<file path="config.mk">
export PLATFORM = sky130hd
export DESIGN_NAME = ex_div
export DESIGN_NICKNAME = d
export VERILOG_FILES = /design/src/rtl/ex_div.sv
export SDC_FILE = /design/constraint.sdc
export NUM_CORES = 1
export LEC_CHECK = 0
export CORE_MARGIN = 4
export CORE_UTILIZATION = 59
export CTS_CLUSTER_SIZE = 40
export DETAILED_ROUTE_END_ITERATION = 16
export GPL_TIMING_DRIVEN = 0
export PLACE_DENSITY = 0.82
export SYNTH_ARGS = -nofsm -noshare
export SYNTH_HDL_FRONTEND = slang
export SYNTH_SLANG_ARGS = --single-unit
</file>
<file path="constraint.sdc">
create_clock -name clk -period 7.03 [get_ports clk]
set_clock_uncertainty 0.2 [all_clocks]
set_input_delay 2.109 -clock clk [delete_from_list [all_inputs] [get_ports clk]]
set_output_delay 2.109 -clock clk [all_outputs]
set_load 0.005 [all_outputs]
</file>
<file path="src/rtl/ex_div.sv">
// Iterative radix-2 restoring divider for RV32M DIV/DIVU/REM/REMU in the EX stage.
// Normal ops take WIDTH+1 cycles to ready_o; divide-by-zero and signed overflow take 1.
module ex_div #(
  parameter int WIDTH = 32
) (
  input  logic             clk,
  input  logic             rst,
  input  logic             start_i,
  input  logic             signed_i,
  input  logic             rem_i,
  input  logic [WIDTH-1:0] dividend_i,
  input  logic [WIDTH-1:0] divisor_i,
  input  logic             annul_i,
  output logic [WIDTH-1:0] result_o,
  output logic             ready_o,
  output logic             stall_req_o
);

  localparam int CW = $clog2(WIDTH) + 1;

  localparam logic [1:0] IDLE = 2'd0;
  localparam logic [1:0] CALC = 2'd1;
  localparam logic [1:0] DONE = 2'd2;

  logic [1:0]       state;
  logic [CW-1:0]    cnt;
  logic [WIDTH-1:0] rem_r;
  logic [WIDTH-1:0] quo_r;
  logic [WIDTH-1:0] dvsr;
  logic             neg_q;
  logic             neg_r;
  logic             rem_sel;

  logic             neg_dd;
  logic             neg_ds;
  logic             ovf;
  logic [WIDTH-1:0] abs_dd;
  logic [WIDTH-1:0] abs_ds;
  logic [WIDTH:0]   shifted;
  logic [WIDTH:0]   diff;
  logic [WIDTH-1:0] fix_q;
  logic [WIDTH-1:0] fix_r;

  assign neg_dd = signed_i & dividend_i[WIDTH-1];
  assign neg_ds = signed_i & divisor_i[WIDTH-1];
  // |MIN_INT| wraps back to MIN_INT, which is the correct unsigned magnitude
  assign abs_dd = neg_dd ? -dividend_i : dividend_i;
  assign abs_ds = neg_ds ? -divisor_i : divisor_i;
  assign ovf    = signed_i & (dividend_i == {1'b1, {(WIDTH-1){1'b0}}}) & (&divisor_i);

  // One extra bit: the shifted partial remainder can exceed WIDTH bits for large divisors
  assign shifted = {rem_r, quo_r[WIDTH-1]};
  assign diff    = shifted - {1'b0, dvsr};

  assign fix_q = neg_q ? -quo_r : quo_r;
  assign fix_r = neg_r ? -rem_r : rem_r;

  assign stall_req_o = start_i & ~ready_o & ~annul_i;

  always_ff @(posedge clk or posedge rst) begin
    if (rst) begin
      state    <= IDLE;
      cnt      <= '0;
      rem_r    <= '0;
      quo_r    <= '0;
      dvsr     <= '0;
      neg_q    <= 1'b0;
      neg_r    <= 1'b0;
      rem_sel  <= 1'b0;
      result_o <= '0;
      ready_o  <= 1'b0;
    end else if (annul_i) begin
      state    <= IDLE;
      cnt      <= '0;
      result_o <= '0;
      ready_o  <= 1'b0;
    end else begin
      case (state)
        IDLE: begin
          ready_o  <= 1'b0;
          result_o <= '0;
          if (start_i) begin
            rem_sel <= rem_i;
            cnt     <= '0;
            if (divisor_i == '0) begin
              quo_r <= '1;
              rem_r <= dividend_i;
              neg_q <= 1'b0;
              neg_r <= 1'b0;
              state <= DONE;
            end else if (ovf) begin
              quo_r <= {1'b1, {(WIDTH-1){1'b0}}};
              rem_r <= '0;
              neg_q <= 1'b0;
              neg_r <= 1'b0;
              state <= DONE;
            end else begin
              quo_r <= abs_dd;
              rem_r <= '0;
              dvsr  <= abs_ds;
              neg_q <= neg_dd ^ neg_ds;
              neg_r <= neg_dd;
              state <= CALC;
            end
          end
        end
        CALC: begin
          if (!start_i) begin
            state <= IDLE;
            cnt   <= '0;
          end else begin
            if (!diff[WIDTH]) begin
              rem_r <= diff[WIDTH-1:0];
              quo_r <= {quo_r[WIDTH-2:0], 1'b1};
            end else begin
              rem_r <= shifted[WIDTH-1:0];
              quo_r <= {quo_r[WIDTH-2:0], 1'b0};
            end
            cnt <= cnt + CW'(1);
            if (cnt == CW'(WIDTH - 1)) begin
              state <= DONE;
            end
          end
        end
        DONE: begin
          if (!start_i) begin
            state    <= IDLE;
            ready_o  <= 1'b0;
            result_o <= '0;
          end else begin
            ready_o  <= 1'b1;
            result_o <= rem_sel ? fix_r : fix_q;
          end
        end
        default: begin
          state <= IDLE;
        end
      endcase
    end
  end

endmodule

</file>
==> flow_summary.ini, run 1 <==
[grt]
grt_antenna_before_repair = 0
grt_pass1_vias = 10500
grt_util_met1_pct = 40.2
grt_pass1_wl_um = 54100
grt_overflow_total = 0
gr-max-usage-layer = met2
gr-usage-met2_pct = 55.5
grt_max_degree = 77
grtUsageMet3_pct = 3.71
grt_util_all_layers_pct = 31.7

[timing]
timing.final.crit_share_pct = 84.5
period_minus_slack_ns = 5.94
holdWs_ns = 0.275
max_clock_freq_ghz = 0.168
setup_tns_ns = 0
hold_violations = 0
slew_headroom_pct = 28.3
worst_pin_slew_ns = 1.06
drv_slew = 0
setup_violations = 0
rsz0062_at_grt = false

[power_and_ir_drop]
p_per_area_nw_per_um2 = 275
static-leakage-power_nw = 5.30
ir_worst_vdd_v = 0.000190

[placed_design]
gp_congestion = 0.998
hpwl_um = 27400
place_area_um2 = 12400
port_buffers = 103

[floorplan]
start_util_pct = 60.8
dieArea_um2 = 21000
io-pin-count = 104
rows = 49
die-width_um = 145
die_height_um = 145
core_um2 = 18200

[worst_setup_path]
crit_fanout = 10
crit_arrival_ns = 3.63
crit_type = in -> out
required_ns = 4.72
end_kind = output pin
critPathLaunchType = input port

[synth]
syn_inst = 1395
seq_area_frac_synth_pct = 31.7
ys_warn_count = 0
synthesis.area_um2 = 11100
synth_nets = 1504
async_flop_share_pct = 100
synth_edf_count = 0
synth-seq-cells = 140
synthFlopType = dfrtp_1
synth_cell_type_count = 73
synth.avg_cell_area_um2 = 7.93

[cts]
tritoncts = built
clk_pin_slew_ns = 0.07
cts.repair.resized = 0
cts_root_buf = clkbuf_16
htreeDepth = 4
insertion_delay_ns = 0.43
cts_hold_buffers = 0
clockBufferDepth = 2
cts_buffers = 17
clock_sinks = 140
cts_setup_buffers = 0

[cells_and_area]
drive_gt1_share_pct = 4.31
multi_input_area_um2 = 7080
nNetsFinal = 1627
layout_common_cells = nand2_1, o21ai_0, dfrtp_1
fin_area_um2 = 13000
area_growth_pct = 17.4
regArea_um2 = 3500
fillers = 1546
layout_commonest_cell = nand2_1
diodes = 0
utilization_pct = 71.3

[hold_path]
hold_path_class = reg -> reg

[route]
drc_errors = 0
drt_iter0_drc = 924
vias = 11100
drt_wl_total_um = 34500
routedWlPerCell_um = 19.6
drt_pass1_iterations = 9
ant_nets = 0
via_per_inst = 6.33

[run]
drv_cap = 0

[status]
status = finished clean
-- logic make-up after synthesis --
| logic type | Yosys count | share of synthesized area [%] |
|---|---|---|
| compound gates | 457 | 25.4 |
| xor+xnor | 138 | 10.9 |
| fa+ha+maj | 39 | 4.48 |
| buf+inv | 124 | 4.31 |
| flops | 140 | 31.7 |
| mux | 34 | 3.13 |
| simple gates | 463 | 20.1 |
-- report_power, final --
group          leakage (nW)  total, mW  internal, mW  switching [mW]
clock                 0.270      0.892         0.524           0.367
sequential             1.79       1.08         0.915           0.168
combinational          3.25       1.59         0.656           0.938
-- state kept, by name, summed over array words and instances, names as in the netlist --
| name | count |
|---|---|
| dvsr | 32 |
| quo_r | 32 |
| rem_r | 32 |
| result_o | 32 |
| cnt | 6 |
| state | 2 |
| neg_q | 1 |
| neg_r | 1 |
| ready_o | 1 |
| rem_sel | 1 |
-- metal layers --
layer	vias up	share of wire, %	wire length, µm
met4	0	3.8	1330
met3	93	5.9	2030
met5	-	0	0
met1	5276	42	14400
li1	5291	-	-
met2	477	49	16700
-- stage by stage --
stage	setup WS, ns	total power, mW	std cells
floorplan	0.968	2.21	1395
global placement	-0.836	2.62	1727
detailed placement	0.928	2.65	1728
CTS	1.09	3.53	1760
global route	0.991	3.78	1760
finish	1.09	3.57	1760
-- cell usage after synthesis, types with 12 or more instances --
cell type  number  area share [%]
o21ai_0       159             7.2
xnor2_1        78             6.2
a21oi_1       109             4.9
a31oi_1        13            0.74
ha_1           38             4.3
xor2_1         60             4.8
nand4_1        13            0.74
nand2_1       182             6.2
o22ai_1        36             2.0
or3_1          17            0.96
o31ai_1        36             2.4
mux2i_1        29             2.6
a21o_1         14            0.95
nor2_1        108             3.7
nand2b_1       15            0.85
nor3_1         36             1.6
dfrtp_1       140              32
clkbuf_1       56             1.9
inv_1          55             1.9
and3_1         12            0.68
-- critical path: stages --
cell and delay, ns:
clkdlybuf4s50_1 0.50, clkbuf_1 0.35, nand2b_1 0.20, nor2_1 0.05, clkdlybuf4s50_1 0.43
-- final cells by class --
cell class | instances | share of cell area, %
plain buffers | 69 | 2.08
clock buffers | 19 | 3.33
clock inverters | 13 | 1.11
inverters | 55 | 1.63
multi-input cells | 1131 | 54.5
flip-flops and latches | 140 | 27.0
well taps | 229 | 2.21
repair buffers | 104 | 8.15
-- path summary, 6_finish.rpt --
path | cells past startpoint | to | startpoint | slack, ns
setup / recovery | 5 | stall_req_o | annul_i | 1.09
max in group asynchronous | 3 | quo_r[25] | rst | 3.89
setup reg to reg | 12 | rem_r[15] | quo_r[31] | 3.02
hold / removal | 2 | result_o[0] | result_o[0] | 0.28
min in group asynchronous | 2 | dvsr[4] | rst | 1.95
hold reg to reg | 2 | result_o[0] | result_o[0] | 0.28
Power figures use the tool's default switching activity.
==> run 2, diff against run 1 <==
--- a/config.mk
+++ b/config.mk
@@ -6,11 +6,11 @@
 export NUM_CORES = 1
 export LEC_CHECK = 0
 export CORE_MARGIN = 4
-export CORE_UTILIZATION = 59
+export CORE_UTILIZATION = 53
 export CTS_CLUSTER_SIZE = 40
 export DETAILED_ROUTE_END_ITERATION = 16
 export GPL_TIMING_DRIVEN = 0
-export PLACE_DENSITY = 0.82
+export PLACE_DENSITY = 0.78
 export SYNTH_ARGS = -nofsm -noshare
 export SYNTH_HDL_FRONTEND = slang
 export SYNTH_SLANG_ARGS = --single-unit
==> constraint.sdc (replaced) <==
create_clock -name clk -period 4.9 [get_ports clk]
set_clock_uncertainty 0.2 [all_clocks]
set_input_delay 1.47 -clock clk [delete_from_list [all_inputs] [get_ports clk]]
set_output_delay 1.47 -clock clk [all_outputs]
set_load 0.005 [all_outputs]
==> flow_summary.ini, run 2 (synthesis gave the netlist of run 1 again) <==
[grt]
grt_antenna_before_repair = 0
grt_util_all_layers_pct = 28.3
grt_pass1_wl_um = 53500
grt_overflow_total = 0
grt_pass1_vias = 10400
grt_max_degree = 40

[timing]
worst_pin_slew_ns = 0.933
setup_violations = 0
timing.final.crit_share_pct = 96.3
setup_tns_ns = 0
slew_headroom_pct = 36.2
period_minus_slack_ns = 4.72
rsz0062_at_grt = false
holdWs_ns = 0.280
drv_slew = 0
hold_violations = 0
max_clock_freq_ghz = 0.212

[worst_setup_path]
crit_type = in -> reg
required_ns = 4.99
crit_fanout = 10
crit_arrival_ns = 4.81
end_kind = flop
critPathLaunchType = input port

[route]
drt_iter0_drc = 1176
routedWlPerCell_um = 18.9
drt_wl_total_um = 34100
vias = 11100
via_per_inst = 6.15
ant_nets = 0
drc_errors = 0
drt_pass1_iterations = 6

[cells_and_area]
drive_gt1_share_pct = 4.76
fin_area_um2 = 13200
nNetsFinal = 1629
fillers = 1802
utilization_pct = 64.7
area_growth_pct = 19.1
layout_commonest_cell = nand2_1
diodes = 0
layout_common_cells = nand2_1, o21ai_0, dfrtp_1

[power_and_ir_drop]
p_comb_share_pct = 43.0
p_int_mw = 3.21
p_per_area_nw_per_um2 = 402
pwr-share-seq_pct = 29.3
clkPwrFrac_pct = 27.7
power.switching_mw = 2.09
static-leakage-power_nw = 5.36
sw_frac_of_total_pct = 39.4
ir_worst_vdd_v = 0.000221

[floorplan]
dieArea_um2 = 23200
die_height_um = 152
rows = 52
start_util_pct = 54.3
io-pin-count = 104
core_um2 = 20400
die-width_um = 152

[cts]
tritoncts = built
insertion_delay_ns = 0.43
cts_hold_buffers = 0
cts_root_buf = clkbuf_16
cts_buffers = 17
htreeDepth = 4
clk_pin_slew_ns = 0.06
clock_sinks = 140
cts_setup_buffers = 0
clockBufferDepth = 2

[placed_design]
gp_congestion = 0.949
port_buffers = 103
hpwl_um = 27100
place_area_um2 = 12500

[hold_path]
hold_path_class = reg -> reg

[status]
status = finished clean

[run]
drv_cap = 0
## run 2: cell types whose count changed in the layout (fill, tap and decap cells not counted), sizes merged
cell	change
clkinvlp	+1
inv	-3
buf	+2
bufinv	+4
clkbuf	-2
## run 2: cell type report
| class | instances | area, µm² | share of cell area [%] |
|---|---|---|---|
| multi-input combinational | 1131 | 7090 | 53.8 |
| sequential | 140 | 3500 | 26.6 |
| timing repair buffer | 106 | 1090 | 8.28 |
| clock buffer | 17 | 425 | 3.23 |
| tap | 270 | 338 | 2.56 |
| buffer | 69 | 270 | 2.05 |
| clock inverter | 15 | 246 | 1.87 |
| inverter | 55 | 210 | 1.60 |
## run 2: final timing paths
check	from	to	slack, ns	depth (start not counted)
worst max-delay path	dividend_i[24]	quo_r[1]	0.18	9
worst min-delay path	result_o[6]	result_o[6]	0.28	2
worst max register to register	quo_r[31]	rem_r[19]	0.97	12
worst min register to register	result_o[6]	result_o[6]	0.28	2
max in group asynchronous	rst	result_o[16]	2.10	5
min in group asynchronous	rst	dvsr[6]	1.28	2
## run 2: worst max-delay path: stages
cell             delay, ns
clkdlybuf4s50_1       0.54
or4_1                 0.63
nor4_1                0.57
nand4_1               0.43
nor2_1                0.36
clkbuf_1              0.42
a21oi_1               0.09
o221ai_1              0.17
o21ai_0               0.11
## run 2: stage by stage
| step | total power [mW] | worst slack, ns | cells |
|---|---|---|---|
| 6_report | 5.30 | 0.180 | 1803 |
| 5_1_grt | 5.60 | 0.00495 | 1803 |
| 4_1_cts | 5.24 | 0.00611 | 1803 |
| 3_5_place_dp | 3.78 | -0.579 | 1771 |
| 3_3_place_gp | 3.72 | -0.577 | 1768 |
| 2_1_floorplan | 3.17 | 0.899 | 1395 |
## run 2: metal layers
layer	vias up	part of all wire (%)	global-route usage, %
li1	5311	-	-
met1	5172	41	35.7
met2	499	47	48.4
met3	107	7.4	4.49
met4	0	3.8	12.0
met5	-	0	0
## run 2: power groups by stage
stage / Combinational (mW) / Clock [mW] / Sequential (mW)
floorplan: 1.68 / 0 / 1.48
global placement: 2.17 / 0 / 1.55
finish: 2.28 / 1.47 / 1.55
detailed placement: 2.22 / 0 / 1.56
CTS: 2.24 / 1.47 / 1.54
global route: 2.50 / 1.53 / 1.57
## run 2: repair_timing
action / CTS / global route
cloned: 0 / 0
pin swaps: 0 / 0
resized for setup: 1 / 3
endpoints found under the setup margin: 31 / 52
